## src/rtl/digit_scan_ctrl.sv

```systemverilog
// digit_scan_ctrl: time-multiplexed 4-digit 7-segment scan with blanking, frame snapshot and leading-zero suppression
module digit_scan_ctrl #(
    parameter int TICK_DIV     = 100000,
    parameter int BLANK_CYCLES = 16
) (
    input  logic        CLK,
    input  logic        RST,
    input  logic        EN,
    input  logic [15:0] DIGITS_IN,
    input  logic [3:0]  DP_IN,
    input  logic        LZ_BLANK,
    output logic [1:0]  DIGIT_SEL,
    output logic        DIGIT_EN,
    output logic [3:0]  BCD_OUT,
    output logic        DP_OUT,
    output logic        FRAME_DONE
);
    localparam int CW = TICK_DIV > 1 ? $clog2(TICK_DIV) : 1;
    localparam logic [CW-1:0] CNT_LAST = CW'(TICK_DIV - 1);
    localparam logic [CW-1:0] CNT_SHOW = CW'(BLANK_CYCLES - 1);

    typedef enum logic [1:0] {IDLE, BLANK, SHOW} state_t;

    state_t        state_q, state_d;
    logic [CW-1:0] cnt_q, cnt_d;
    logic [1:0]    sel_q, sel_d;
    logic [15:0]   snap_dig_q, snap_dig_d;
    logic [3:0]    snap_dp_q, snap_dp_d;
    logic          snap_lz_q, snap_lz_d;
    logic          digit_en_q, digit_en_d;
    logic [3:0]    bcd_q, bcd_d;
    logic          dp_q, dp_d;
    logic          frame_done_q, frame_done_d;
    logic          slot_end, wrap, load, lead, blanked;

    // state, slot counter, snapshot and registered outputs
    always_ff @(posedge CLK) begin
        if (RST) begin
            state_q      <= IDLE;
            cnt_q        <= '0;
            sel_q        <= '0;
            snap_dig_q   <= '0;
            snap_dp_q    <= '0;
            snap_lz_q    <= 1'b0;
            digit_en_q   <= 1'b0;
            bcd_q        <= '0;
            dp_q         <= 1'b0;
            frame_done_q <= 1'b0;
        end else begin
            state_q      <= state_d;
            cnt_q        <= cnt_d;
            sel_q        <= sel_d;
            snap_dig_q   <= snap_dig_d;
            snap_dp_q    <= snap_dp_d;
            snap_lz_q    <= snap_lz_d;
            digit_en_q   <= digit_en_d;
            bcd_q        <= bcd_d;
            dp_q         <= dp_d;
            frame_done_q <= frame_done_d;
        end
    end

    // next state: blank phase ends after BLANK_CYCLES, slot ends at TICK_DIV-1, snapshot only at frame start
    always_comb begin
        slot_end     = state_q == SHOW && cnt_q == CNT_LAST;
        wrap         = slot_end && sel_q == 2'd3;
        load         = EN && (state_q == IDLE || wrap);
        state_d      = !EN ? IDLE :
                       state_q == IDLE  ? BLANK :
                       state_q == BLANK ? (cnt_q == CNT_SHOW ? SHOW : BLANK) :
                       (slot_end ? BLANK : SHOW);
        cnt_d        = (state_d == IDLE || state_q == IDLE || slot_end) ? '0 : cnt_q + CW'(1);
        sel_d        = (state_d == IDLE || state_q == IDLE) ? 2'd0 : slot_end ? sel_q + 2'd1 : sel_q;
        snap_dig_d   = load ? DIGITS_IN : snap_dig_q;
        snap_dp_d    = load ? DP_IN : snap_dp_q;
        snap_lz_d    = load ? LZ_BLANK : snap_lz_q;
        frame_done_d = EN && wrap;
    end

    // outputs for the coming cycle, derived from next state so they move on the same edge as DIGIT_SEL
    always_comb begin
        lead    = snap_lz_d;
        blanked = 1'b0;
        for (int k = 3; k >= 1; k--) begin
            lead = lead && snap_dig_d[4*k +: 4] == 4'd0;
            if (sel_d == 2'(k)) blanked = lead;
        end
        digit_en_d = state_d == SHOW && !blanked;
        bcd_d      = state_d == IDLE ? 4'd0 : snap_dig_d[{sel_d, 2'b00} +: 4];
        dp_d       = snap_dp_d[sel_d] && digit_en_d;
    end

    assign DIGIT_SEL  = sel_q;
    assign DIGIT_EN   = digit_en_q;
    assign BCD_OUT    = bcd_q;
    assign DP_OUT     = dp_q;
    assign FRAME_DONE = frame_done_q;
endmodule

```

## config.mk

```make
export PLATFORM = sky130hd
export DESIGN_NAME = digit_scan_ctrl
export DESIGN_NICKNAME = d
export VERILOG_FILES = /design/src/rtl/digit_scan_ctrl.sv
export SDC_FILE = /design/constraint.sdc
export NUM_CORES = 1
export LEC_CHECK = 0
export BUFFER_PORTS_ARGS = -buffer_cell sky130_fd_sc_hd__buf_2
export CORE_ASPECT_RATIO = 0.6
export CORE_MARGIN = 2
export CORE_UTILIZATION = 55
export CTS_BUF_LIST = sky130_fd_sc_hd__clkbuf_8
export CTS_CLUSTER_SIZE = 8
export DETAILED_ROUTE_END_ITERATION = 8
export PLACE_DENSITY = 0.84
export SLEW_MARGIN = 15
export SYNTH_ARGS = -nofsm -noshare
export SYNTH_HDL_FRONTEND = slang
export SYNTH_SLANG_ARGS = --single-unit
```

## constraint.sdc

```tcl
create_clock -name CLK -period 3.8 [get_ports CLK]
set_input_delay 0.38 -clock CLK [delete_from_list [all_inputs] [get_ports CLK]]
set_output_delay 0.38 -clock CLK [all_outputs]
set_load 0.02 [all_outputs]
```

# ---- Yosys cells after proc, flatten, opt, wreduce, memory -nomap -nowiden
# Cells that the tools add are included.
dict set report totals {
  register_bits 49
  latch_bits 0
  mem_bits_rw 0
  mem_bits_ro 0
  out_inout_bits 9
  word_cells 58
  n_memories 0
}
dict set report classes {
  n_addsub 2
  multipliers 0
  n_div 0
  magnitude_cmp 1
  n_eq_ne 9
  n_shift 1
  n_mux 15
  n_bitwise 0
  reduce_logical 20
}
# operator n
set ops {}
lappend ops {{adder 17 x 1 -> 17 bit, second input constant} 1}
lappend ops {{== test 17 bit, second input constant} 1}
lappend ops {{== test 17 x 4 -> 1 bit, second input constant} 1}
lappend ops {{two-way mux 16 bit} 1}
lappend ops {{indexed part select 16 x 5 -> 4 bit} 1}
lappend ops {{two-way mux 2 bit} 7}
lappend ops {{logical NOT 4 bit} 3}
lappend ops {{== test 2 bit, second input constant} 5}
lappend ops {{logical AND 1 bit} 9}
lappend ops {{two-way mux 1 bit} 5}
lappend ops {{== test 2 x 1 -> 1 bit, second input constant} 2}
lappend ops {{logical NOT 2 bit} 2}
lappend ops {{two-way mux 4 bit} 1}
lappend ops {{OR reduction 2 bit} 2}
lappend ops {{logical OR 1 bit} 3}
lappend ops {{< comparator 2 x 3 -> 1 bit, second input constant} 1}
lappend ops {{adder 2 x 1 -> 2 bit, second input constant} 1}
lappend ops {{binary-select mux 1 bit (select 2 bit)} 1}
lappend ops {{logical NOT 1 bit} 1}

# ---- Depth between registers and ports, before layout
# Gate-level depths: netlist of run 1.
dict set report depth {
  word_depth 16
  depth_mapped 12
}

# ---- Worst setup path before layout of run 1
# OpenSTA, ideal clock, no wires.
dict set report synth_path {
  path_type {reg-to-reg}
  from {register cnt_q[0]}
  to {register dp_q, in the netlist DP_OUT}
  setup_ns 0.079
  arrival_time_ns 2.132
  required_ns 3.721
  setup_slack_ns 1.589
  path_stages_with_launch 12
  path_buffers 3
  period_less_slack_ns 2.211
  path_cell_list {dfxtp_1 ha_1 and3_1 clkbuf_1 and4_1 buf_6 a41oi_2 buf_4 nand2_1 a21boi_0 o21bai_1 a211oi_2}
}
dict set report synth_between {
  elab_chain_cells 16
  word_cells_on_any_way 36
  classes_between {eq/ne: 6; mux: 15; reduce/logical: 15}
}
# item line_no
set synth_rtl {}
lappend synth_rtl {{start, declared} 25} ;# logic [CW-1:0] cnt_q, cnt_d;
lappend synth_rtl {{start signal, assigned} 51} ;# cnt_q <= cnt_d;
lappend synth_rtl {{== test 17 bit} 65} ;# slot_end = state_q == SHOW && cnt_q == CNT_LAST;
lappend synth_rtl {{logical AND 1 bit} 65}
lappend synth_rtl {{two-way mux 2 bit} 71} ;# (slot_end ? BLANK : SHOW);
lappend synth_rtl {{two-way mux 2 bit} 70} ;# state_q == BLANK ? (cnt_q == CNT_SHOW ? SHOW : BLANK) :
lappend synth_rtl {{two-way mux 2 bit} 69} ;# state_q == IDLE ? BLANK :
lappend synth_rtl {{two-way mux 2 bit} 68} ;# state_d = !EN ? IDLE :
lappend synth_rtl {{logical NOT 2 bit} 73} ;# sel_d = (state_d == IDLE || state_q == IDLE) ? 2'd0 : slot_end ? sel_q + 2'd1 : sel_q;
lappend synth_rtl {{logical OR 1 bit} 73}
lappend synth_rtl {{two-way mux 2 bit} 73}
lappend synth_rtl {{== test 2 bit} 86} ;# if (sel_d == 2'(k)) blanked = lead;
lappend synth_rtl {{two-way mux 1 bit (3 in series)} 86}
lappend synth_rtl {{logical NOT 1 bit} 88} ;# digit_en_d = state_d == SHOW && !blanked;
lappend synth_rtl {{logical AND 1 bit} 88}
lappend synth_rtl {{logical AND 1 bit *} 90} ;# dp_d = snap_dp_d[sel_d] && digit_en_d;
lappend synth_rtl {{end signal, assigned} 58} ;# dp_q <= dp_d;
lappend synth_rtl {{end, declared} 32} ;# logic dp_q, dp_d;
# Every way passes the cells marked *; elsewhere a longest branch is shown, timed or not. The select of a mux whose other input is x is not followed.
# A chain may end at the register's enable or synchronous reset.

# ---- Worst setup path after layout of run 1
dict set report layout_path {
  from {register cnt_q[0]}
  to {register bcd_q[3], in the netlist BCD_OUT[3]}
}
dict set report layout_between {
  elab_chain_cells 10
  word_cells_on_any_way 18
  classes_between {eq/ne: 2; shift: 1; mux: 8; reduce/logical: 7}
}
# item line_no
set layout_rtl {}
lappend layout_rtl {{== test 17 bit} 65}
lappend layout_rtl {{logical AND 1 bit} 65}
lappend layout_rtl {{two-way mux 2 bit} 71}
lappend layout_rtl {{two-way mux 2 bit} 70}
lappend layout_rtl {{two-way mux 2 bit} 69}
lappend layout_rtl {{two-way mux 2 bit} 68}
lappend layout_rtl {{logical NOT 2 bit} {73, 89}}
lappend layout_rtl {{logical OR 1 bit} 73}
lappend layout_rtl {{two-way mux 2 bit} 73}
lappend layout_rtl {{indexed part select 16 x 5 -> 4 bit} 89} ;# bcd_d = state_d == IDLE ? 4'd0 : snap_dig_d[{sel_d, 2'b00} +: 4];
lappend layout_rtl {{end signal, assigned} 46} ;# bcd_q <= '0;
lappend layout_rtl {{end signal, assigned} 57} ;# bcd_q <= bcd_d;
lappend layout_rtl {{end, declared} 31} ;# logic [3:0] bcd_q, bcd_d;
# Parallel ways exist; a longest one is shown, timed or not.

==> results of run 1 <==
## synth_stat cells, types with 4 or more instances
cell / count / share of area, %
dfxtp_1: 49 / 42
xnor2_1: 5 / 1.9
mux2i_1: 16 / 6.9
nand2_1: 48 / 7.7
nand3_1: 10 / 2.2
clkbuf_1: 4 / 0.65
or3_1: 5 / 1.3
a21oi_1: 26 / 5.6
nand4_1: 5 / 1.3
xor2_1: 7 / 2.6
and3_1: 4 / 1.1
mux2_2: 7 / 3.4
nor4_1: 5 / 1.3
o21ai_0: 5 / 1.1
nor2_1: 24 / 3.9
## cells by family (layout without fill, tap and decap cells)
logic type,count (synthesis),count (layout),share of synthesized area [%]
AND/OR/NAND/NOR,117,117,24.7
flip-flops,49,49,42.2
AO/OA/AOI/OAI,48,48,13.2
multiplexers,23,23,10.3
buffers and inverters,13,44,4.03
XOR/XNOR,12,12,4.52
adder cells (fa/ha/maj),2,2,1.08
## worst max-delay path, stage by stage (launching register included)
cell and delay (ns):
dfxtp_1 0.35, ha_1 0.18, and3_1 0.28, and4_1 0.34
a21boi_2 0.09, o21ai_2 0.80, mux2i_1 0.19, mux2_2 0.31
o22ai_1 0.14
## area by class of cell
cell class / count / area [µm²]
inverters: 2 / 7.51
multi-input cells: 202 / 1250
clock inverters: 3 / 17.5
repair buffers: 34 / 175
well taps: 60 / 75.1
fillers: 351 / 1500
clock buffers: 5 / 68.8
flip-flops and latches: 49 / 981
## cells in the final DEF (no fill, tap or decap), types with 3 or more instances in the layout
master	Yosys	final
nand2_1	48	48
a21oi_1	26	26
mux2i_1	16	16
and3_1	4	4
buf_2	2	32
mux2_2	7	7
nand3_1	10	10
dfxtp_1	49	49
o22ai_1	3	3
o21ai_0	5	5
xor2_1	7	7
nor2_1	24	24
nor4_1	5	5
clkbuf_8	0	5
xnor2_1	5	5
nand4_1	5	5
or3_1	5	5
## state kept, by name (all words and copies together), names as in the netlist
signal and count:
cnt_q 17, snap_dig_q 16, BCD_OUT 4, snap_dp_q 4, DIGIT_SEL 2, state_q 2, DIGIT_EN 1, DP_OUT 1
FRAME_DONE 1, snap_lz_q 1
## worst min path at each step
stage | slack, ns | endpoint | cells past startpoint
6_report | 0.33 | snap_dig_q[3] | 3
3_5_place_dp | 0.44 | cnt_q[0] | 1
4_1_cts | 0.33 | snap_dig_q[0] | 3
3_3_place_gp | 0.42 | cnt_q[0] | 1
2_1_floorplan | 0.41 | cnt_q[0] | 1
5_1_grt | 0.33 | snap_dig_q[3] | 3
## per-stage QoR
stage	setup WS [ns]	hold slack (ns)	area [µm²]	power, mW	utilization, %
2_1_floorplan	1.59	0.413	2330	0.601	-
3_3_place_gp	1.23	0.424	2490	0.629	61.1
3_5_place_dp	1.07	0.440	2490	0.631	61.1
4_1_cts	1.05	0.326	2580	0.924	63.2
5_1_grt	0.804	0.331	2580	0.954	63.2
6_report	1.05	0.326	2580	0.919	63.2
## power groups by stage
stage	clock, mW	combinational, mW	sequential (mW)
3_5_place_dp	0	0.0825	0.549
3_3_place_gp	0	0.0807	0.549
4_1_cts	0.304	0.0829	0.537
6_report	0.298	0.0837	0.537
5_1_grt	0.323	0.0930	0.539
2_1_floorplan	0	0.0527	0.548
## layer usage
layer,vias up,wire (µm),GRT usage [%]
met1,909,2590,33.7
met2,66,2060,32.6
li1,987,-,-
met3,4,356,5.28
met4,0,38,4.62
met5,-,0,0
==> summary.md, run 1 <==
| Metric | Value |
|---|---|
| Tightest Pin Transition | `1.01 ns` |
| CTS clk-pin slew, worst paths | `0.09 ns` |
| Max-Cap Viols | `0` |
| Proportion of power drawn by flip-flops and latches | `58.4%` |
| CTS tree | `yes` |
| Worst Path Required | `4.03 ns` |
| Width of the chip | `between 80 and 90 µm` |
| Max Fclk | `363 MHz` |
| Register-to-Register Path Depth | `8` |
| First-pass GRT wire length | `8110 µm` |
| CP startpoint | `cnt_q[0]` |
| Slew Viols, Final | `0` |
| CTS-repair resized insts | `0` |
| Core area | `4080 µm²` |
| Setup_tns | `0 ns` |
| RR Endpoint | `BCD_OUT[3]` |
| Ports | `33` |
| Total setup violations reported at the end of the flow | `0` |
| Pin count of the biggest net entering global routing | `24` |
| Sequential share of the synthesized area | `a little over two fifths` |
| DR pass1 iterations | `4` |
| Final Routed Wirelength | `5040 µm` |
| Initial Utilization | `57.1%` |
| Finished Layout Cells | `~360` |
| DR vias | `~2,000` |
| Vias in the first global route | `1,734` |
| DP Cell Count | `347` |
| Worst setup EP type | `flop` |
| Synth warnings | `0` |
| Final Cycle Share | `72.5%` |
| Clock Skew | `0.0115 ns` |
| Hold path start | `DIGITS_IN[3]` |
| Cell Rows | `18` |
| Comb pwr share | `9.1%` |
| Worst Setup EP | `BCD_OUT[3]` |
| DRT antenna net count | `0` |
| Library cells used by synthesis | `45` |
| Mean routed wirelength per cell | `14.2 µm` |
| WS Path Type | `reg -> reg` |
| Maximum VDD drop | `0.279 mV` |
| Static Leak | `approximately 1.1 nW` |
| Total GRT Usage | `22.4%` |
| EDFF count, synth | `0` |
| Sw power | `0.228 mW` |
| H-tree Lvls | `2` |
| Hold crit path type | `in -> reg` |
| CTS Sinks | `49` |
| Synth-to-layout area growth | `10.8%` |
| Yosys reg bits | `49` |
| Clock buffer depth | `2` |
| Outcome | `complete, no violations` |
| Max-slew headroom | `about a third` |
| Total clock buffers created by CTS | `5` |
| Worst R2R Setup Slack | `1.05 ns` |
| CP Max Fanout | `18` |
| Initial antenna violation count | `0` |
| DRT iter0 DRCs | `~150` |
| Final Hold Violating Endpoints | `0` |
| Main synth FF type | `dfxtp_1` |
| DR vias/cell | `5.54` |
| RSZ-0062 raised after global routing | `false` |
| # port buffers | `32` |
| Layout cells sized above 1 | `19.7%` |
| Latest clock arrival within the worst-skew pair | `0.30 ns` |
| Ys async rst share | `0%` |
| Final net count | `320` |
| Post-Synthesis Cells | `264` |
| Critical Path AT | `2.99 ns` |
| Postcts setup bufs | `0` |
| Reg-to-Reg Start | `cnt_q[0]` |
| Dpl hpwl | `3830 µm` |
| Final global-route overflow total | `0` |
| RePlAce Congestion | `0.786` |
| Sw Share | `24.8%` |
| Internal | `0.691 mW` |
| Number of diodes | `0` |
| Die area | `4780 µm²` |
| CTS Hold Bufs | `0` |
| Cell Area, Synth | `2330 µm²` |
| Clk pwr share | `32.4%` |
| Root Driver | `clkbuf_8` |
| Final period demand of the worst path | `2.75 ns` |
| Die extent in y | `54.4 µm` |
| DRC violations left | `0` |
| Crit path launch type | `flop` |
| Syn_nets | `290` |
| Syn avg cell area | `8.81 µm²` |
| Pwr/cell area | `357 nW/µm²` |
Note: power is estimated with default switching activity, not from simulation.
==> inputs of run 2 (changes only) <==
--- a/config.mk
+++ b/config.mk
@@ -5,6 +5,7 @@
 export SDC_FILE = /design/constraint.sdc
 export NUM_CORES = 1
 export LEC_CHECK = 0
+export ABC_AREA = 1
 export BUFFER_PORTS_ARGS = -buffer_cell sky130_fd_sc_hd__buf_2
 export CORE_ASPECT_RATIO = 0.6
 export CORE_MARGIN = 2
==> constraint.sdc (replaced) <==
create_clock -name CLK -period 2.8 [get_ports CLK]
set_input_delay 0.28 -clock CLK [delete_from_list [all_inputs] [get_ports CLK]]
set_output_delay 0.28 -clock CLK [all_outputs]
set_load 0.02 [all_outputs]
==> run 2 against run 1 <==
Against the previous run: non-clock buffer count down 1; register-to-register slack worse by 0.56 ns; critical path depth up 8; clock-buffer cell count up 2; setup slack worse by 0.56 ns; global-route usage down 0.62 points; core utilization up 3.2 points; clock power up 49%; via count down 1.3%; clock skew down 0.0049 ns; highest routed layer unchanged.
==> summary.md, run 2 <==
| Metric | Value |
|---|---|
| Register-to-Register Path Depth | `16 (+8)` |
| CTS Hold Bufs | `0 (unchanged)` |
| Hold path start | `DIGITS_IN[1]` |
| Count leader, synth | `nand2_1` |
| Finished Layout Cells | `384 (+8.2%)` |
| Mean routed wirelength per cell | `11.8 µm (-17%)` |
| DR pass1 iterations | `4 (unchanged)` |
| Total GRT Usage | `21.8% (-0.62 points)` |
| Crit path launch type | `flop` |
| DR vias/cell | `5.05 (-8.7%)` |
| Library cells used by synthesis | `32 (-29%)` |
| Synth-to-layout area growth | `13.2%` |
| Dpl hpwl | `3420 µm (-11%)` |
| Core area | `3740 µm² (-8.2%)` |
| Most common cell after layout, fill and taps aside | `nand2_1` |
| Ys async rst share | `0% (unchanged)` |
| Final global-route overflow total | `0 (unchanged)` |
| First-pass GRT wire length | `7560 µm (-6.8%)` |
| CP Max Fanout | `33 (+15)` |
| Static Leak | `1.14 nW (+6.1%)` |
| Commonest non-fill, non-tap cells in the layout | `nand2_1 (59), dfxtp_1 (49), nor2_1 (48)` |
| Die area | `4530 µm² (-5.3%)` |
| Main synth FF type | `dfxtp_1` |
| Max Fclk | `432 MHz (+19%)` |
| Final Cycle Share | `82.7% (+10 points)` |
| Pwr/cell area | `524 nW/µm² (+47%)` |
| WS Path Type | `reg -> reg` |
| Outcome | `complete, no violations` |
| Clock buffer depth | `2 (unchanged)` |
| Area share of fa/ha/maj cells after synthesis | `1.14% (+0.064 points)` |
| Slew Viols, Final | `0 (unchanged)` |
| Dominant cells by area after synthesis | `dfxtp_1 (45%), nand2_1 (10%), nor2_1 (8.2%), inv_1 (6.8%), a21oi_1 (4.8%)` |
| Reg-to-Reg Start | `cnt_q[0]` |
| DR vias | `1,941 (-1.3%)` |
| Post-Synthesis Cells | `302 (+14%)` |
| CTS tree | `yes` |
| Syn avg cell area | `7.27 µm² (-17%)` |
| Synth warnings | `0 (unchanged)` |
| Syn_nets | `328 (+13%)` |
| Total setup violations reported at the end of the flow | `0 (unchanged)` |
| Clock Skew | `0.00652 ns (-0.00493 ns)` |
| Width of the chip | `85.6 µm (-2.7%)` |
| Mux share of post-synthesis cell area | `0% (-10 points)` |
| XOR/XNOR Fraction of Synth Area | `2.34% (-2.2 points)` |
| DRT antenna net count | `0 (unchanged)` |
| Yosys reg bits | `49 (unchanged)` |
| EDFF count, synth | `0 (unchanged)` |
| Critical Path AT | `2.52 ns (-0.47 ns)` |
| FILL cells | `318 (-9.4%)` |
| Max reg flops | `17 (unchanged)` |
| Initial antenna violation count | `0 (unchanged)` |
| Setup_tns | `0 ns (unchanged)` |
| DRT iter0 DRCs | `172 (+18%)` |
| Number of diodes | `0 (unchanged)` |
| CP startpoint | `cnt_q[0]` |
| Layout cells sized above 1 | `18.7% (-0.97 points)` |
| RSZ-0062 raised after global routing | `false` |
| Sequential share of the synthesized area | `44.7% (+2.5 points)` |
| Final Hold Violating Endpoints | `0 (unchanged)` |
| Largest family of logic cells by synthesized area | `simple AND/OR/NAND/NOR gates` |
| Cell Area, Synth | `2200 µm² (-5.6%)` |
| Ports | `33 (unchanged)` |
| Cell taking the most area after synthesis | `dfxtp_1` |
| Final net count | `362 (+13%)` |
| Hold crit path type | `in -> reg` |
| Root Driver | `clkbuf_8` |
| Compound-cell area share of the yosys netlist | `12.6% (-0.53 points)` |
| DP Cell Count | `376 (+8.4%)` |
| H-tree Lvls | `2 (unchanged)` |
| Commonest cells in the synthesized netlist | `nand2_1 (59), dfxtp_1 (49), nor2_1 (48)` |
| # port buffers | `32 (unchanged)` |
| RePlAce Congestion | `0.938 (+19%)` |
| Share of the synthesized area in the top cell type | `44.7% (+2.5 points)` |
| Pin count of the biggest net entering global routing | `34 (+42%)` |
| CTS Sinks | `49 (unchanged)` |
| Latest clock arrival within the worst-skew pair | `0.30 ns (about the same)` |
| Postcts setup bufs | `0 (unchanged)` |
| Final period demand of the worst path | `2.31 ns (-0.440 ns)` |
| CTS-repair resized insts | `0 (unchanged)` |
| Simple-Gate Fraction of Synth Area | `29.9% (+5.2 points)` |
| Most flops, register | `cnt_q` |
| Hold depth | `3 (unchanged)` |
| Cell Rows | `17 (-1)` |
| Worst Path Required | `3.00 ns (-1.03 ns)` |
| Final Routed Wirelength | `4540 µm (-10%)` |
| DRC violations left | `0 (unchanged)` |
| Die extent in y | `52.9 µm (-2.6%)` |
| Tightest Pin Transition | `0.373 ns (-0.636 ns)` |
| Max-Cap Viols | `0 (unchanged)` |
| Max-slew headroom | `75.1% (+42 points)` |
| Vias in the first global route | `1,661 (-4.2%)` |
| Initial Utilization | `58.7% (+1.6 points)` |
| Biggest regs | `cnt_q (17), snap_dig_q (16)` |
| Worst setup EP type | `flop` |
| Total clock buffers created by CTS | `5 (unchanged)` |
| CTS clk-pin slew, worst paths | `0.08 ns (about the same)` |
| Maximum VDD drop | `0.367 mV (+32%)` |
[run 2: final cells by class]
class	instances	area, µm²	share of cell area [%]
clock buffers	7	96.3	3.88
flip-flops and latches	49	981	39.5
well taps	47	58.8	2.37
repair buffers	33	168	6.75
clock inverters	1	5.00	0.201
inverters	44	165	6.65
multi-input cells	203	1010	40.7
[run 2: worst paths after layout]
kind	end	slack, ns
worst min-delay path	snap_dig_q[1]	0.24
worst min register to register	cnt_q[0]	0.46
worst max-delay path	DP_OUT	0.49
worst max register to register	DP_OUT	0.49
[run 2: cells by family after synthesis]
logic type | Yosys count
flops | 49
xor+xnor | 5
fa+ha+maj | 2
compound gates | 48
buf+inv | 50
simple gates | 148
[run 2: metal layers]
| layer | wire length [µm] | vias up | GRT usage (%) |
|---|---|---|---|
| met5 | 0 | - | 0 |
| met4 | 40 | 0 | 7.94 |
| met3 | 358 | 3 | 5.62 |
| met2 | 1740 | 77 | 28.9 |
| met1 | 2400 | 839 | 33.1 |
| li1 | - | 1022 | - |
[run 2: worst max-delay path, cell delays in order, from the launching register on]
cell	delay, ns
dfxtp_1	0.37
ha_1	0.17
nand2_1	0.09
nor2_2	0.11
nand2_1	0.09
nor2_4	0.15
nand3_2	0.11
nand2_4	0.15
nand2_4	0.23
nand2_1	0.17
nand2_1	0.07
nor2_1	0.12
nand3_1	0.09
nand2_1	0.08
nand3_1	0.07
nand2_1	0.10
nor2_1	0.05
[run 2: power by group]
part / internal (mW) / switching, mW / total [mW]
clock: 0.223 / 0.220 / 0.444
sequential: 0.720 / 0.00622 / 0.727
combinational: 0.0490 / 0.0837 / 0.133
total: 0.993 / 0.310 / 1.30
[run 2: stage by stage]
step | setup slack, ns | hold slack, ns | utilization [%] | power (mW) | cell area [µm²]
after floorplan | 0.913 | 0.349 | - | 0.837 | 2200
after global placement | 0.661 | 0.431 | 63.7 | 0.873 | 2380
after detailed placement | 0.548 | 0.439 | 63.7 | 0.874 | 2380
after CTS | 0.526 | 0.231 | 66.4 | 1.32 | 2480
after global routing | 0.267 | 0.250 | 66.4 | 1.36 | 2480
final | 0.486 | 0.238 | 66.4 | 1.30 | 2480
==> inputs of run 3 (changes only) <==
==> constraint.sdc (replaced) <==
create_clock -name CLK -period 2.14 [get_ports CLK]
set_input_delay 0.214 -clock CLK [delete_from_list [all_inputs] [get_ports CLK]]
set_output_delay 0.214 -clock CLK [all_outputs]
set_load 0.02 [all_outputs]
==> run 3 against run 2 <==
Against the previous run: design area grew 13%; largest power group unchanged; combinational power rose by 79%; clock skew grew 0.0050 ns; global-route usage is 1.1 points higher; register-to-register slack lost 0.47 ns; fmax up 8.9%; flip-flop and latch count is the same; highest routed layer unchanged; via count is 8.9% higher; final cell count rose by 3.4%; sequential share of layout area fell by 4.3 points.
==> summary.md, run 3 (synthesized netlist as in run 2, its figures left out) <==
| Metric | Value |
|---|---|
| Outcome | `complete, no violations` |
| WS Path Type | `reg -> reg` |
| Pin count of the biggest net entering global routing | `24 (-29%)` |
| Final global-route overflow total | `0 (unchanged)` |
| Reg area | `985 µm² (+0.38%)` |
| # port buffers | `32 (unchanged)` |
| Maximum VDD drop | `0.390 mV (+6.3%)` |
| Vias in the first global route | `1,655 (-0.36%)` |
| Number of diodes | `0 (unchanged)` |
| Initial Utilization | `58.7% (unchanged)` |
| Total clock buffers created by CTS | `5 (unchanged)` |
| Pwr/cell area | `670 nW/µm² (+28%)` |
| Root Driver | `clkbuf_8` |
| CTS Sinks | `49 (unchanged)` |
| Total GRT Usage | `22.9% (+1.1 points)` |
| Multi-input gate area | `1150 µm² (+14%)` |
| Critical Path AT | `2.36 ns (-0.16 ns)` |
| DR pass1 iterations | `5 (+1)` |
| Clock buffer depth | `2 (unchanged)` |
| Post-route setup slack | `0.0157 ns (-0.470 ns)` |
| Worst setup EP type | `flop` |
| Final Routed Wirelength | `5840 µm (+29%)` |
| Slew Viols, Final | `0 (unchanged)` |
| Synth-to-layout area growth | `27.4%` |
| Max Fclk | `471 MHz (+8.9%)` |
| Final Hold Violating Endpoints | `0 (unchanged)` |
| DRT antenna net count | `0 (unchanged)` |
| Final period demand of the worst path | `2.12 ns (-0.190 ns)` |
| Layout cells sized above 1 | `26.9% (+8.2 points)` |
| Latest clock arrival within the worst-skew pair | `0.31 ns (about the same)` |
| Die extent in y | `52.9 µm (unchanged)` |
| Width of the chip | `85.6 µm (unchanged)` |
| RSZ-0062 raised after global routing | `true` |
| Setup_tns | `0 ns (unchanged)` |
| H-tree Lvls | `2 (unchanged)` |
| Cell Rows | `17 (unchanged)` |
| Total setup violations reported at the end of the flow | `0 (unchanged)` |
| Max-slew headroom | `67.9% (-7.2 points)` |
| Biggest regs | `cnt_q (17), snap_dig_q (16)` |
| DR vias/cell | `5.32 (+5.3%)` |
| Commonest non-fill, non-tap cells in the layout | `nand2_1 (51), dfxtp_1 (46), nor2_1 (46)` |
| Max-Cap Viols | `0 (unchanged)` |
| Mean routed wirelength per cell | `14.7 µm (+24%)` |
| Final Cycle Share | `99.3% (+17 points)` |
| Core area | `3740 µm² (unchanged)` |
| Clock Skew | `0.0115 ns (+0.00499 ns)` |
| Die area | `4530 µm² (unchanged)` |
| Static Leak | `1.29 nW (+13%)` |
| CTS clk-pin slew, worst paths | `0.09 ns (about the same)` |
| DRT iter0 DRCs | `227 (+32%)` |
| Final net count | `375 (+3.6%)` |
| Max reg flops | `17 (unchanged)` |
| Tightest Pin Transition | `0.481 ns (+0.109 ns)` |
| Dpl ws | `0.000721 ns (-0.547 ns)` |
| Met2 Track Usage GR | `30.2% (+1.3 points)` |
| CP Max Fanout | `5 (-85%)` |
| RePlAce Congestion | `0.868 (-7.5%)` |
| Crit path launch type | `flop` |
| Worst Path Required | `2.37 ns (-0.63 ns)` |
| Ports | `33 (unchanged)` |
| DR vias | `2,114 (+8.9%)` |
| M3 GR Usage | `6.08% (+0.47 points)` |
| Hold crit path type | `in -> reg` |
| FILL cells | `253 (-20%)` |
| DRC violations left | `0 (unchanged)` |
| Dpl hpwl | `3620 µm (+5.8%)` |
| CTS tree | `yes` |
| Initial antenna violation count | `0 (unchanged)` |
| GRT Max-Usage Layer | `met1` |
| First-pass GRT wire length | `7850 µm (+3.9%)` |
| WHS | `0.164 ns (-0.0741 ns)` |
| GR Util met1 | `35.5% (+2.4 points)` |
| Most common cell after layout, fill and taps aside | `nand2_1` |
| Most flops, register | `cnt_q` |
==> run 3: repair_timing <==
| item | in CTS | in global routing |
|---|---|---|
| hold buffers | 0 | 0 |
| setup endpoints to repair | 3 | 8 |
| gates cloned | 0 | 4 |
| setup buffers | 0 | 4 |
| gates resized for setup | 0 | 31 |
| pin swaps | 0 | 12 |
==> run 3: stage by stage <==
stage                     instance area [µm²]  instances  power [mW]  util (%)
final                                    2800        397        1.87      74.7
after global routing                     2800        397        1.93      74.7
after CTS                                2550        389        1.82      68.1
after detailed placement                 2430        381        1.16      65.0
after global placement                   2430        381        1.15      65.0
after floorplan                          2200        302        1.09         -
==> run 3: area by class of cell <==
class | instances | share of cell area [%]
clock inverter | 2 | 1.21
timing repair buffer | 44 | 11.4
tap | 47 | 2.10
multi-input combinational | 205 | 41.3
sequential | 49 | 35.2
clock buffer | 6 | 2.95
inverter | 44 | 5.91
==> run 3: metal layers <==
layer / vias to the layer above / share of wire [%]
li1: 1055 / -
met1: 956 / 48
met2: 91 / 43
met3: 12 / 8.3
met4: 0 / 1.0
met5: - / 0
==> run 3: final timing paths <==
| check | depth (start not counted) | slack (ns) | start | to |
|---|---|---|---|---|
| worst max-delay path | 14 | 0.02 | cnt_q[0] | BCD_OUT[0] |
| worst min-delay path | 3 | 0.16 | DP_IN[0] | snap_dp_q[0] |
| worst max register to register | 14 | 0.02 | cnt_q[0] | BCD_OUT[0] |
| worst min register to register | 1 | 0.45 | cnt_q[0] | cnt_q[0] |
==> run 3: power by group <==
part / switching, mW / internal (mW) / total, mW
clock network: 0.306 / 0.377 / 0.682
registers: 0.0107 / 0.943 / 0.954
logic: 0.138 / 0.100 / 0.238
==> run 3: worst max-delay path, stage by stage (launching register included) <==
cell and delay [ns]:
dfxtp_2 0.36, ha_4 0.15, nand2_4 0.07, nor2_4 0.13
nand2_2 0.07, nor2_4 0.14, nand3_4 0.12, nand2_8 0.13
nand2_8 0.08, buf_4 0.16, nand2_2 0.05, o21ai_2 0.05
buf_4 0.13, or2_0 0.23, a31oi_1 0.18
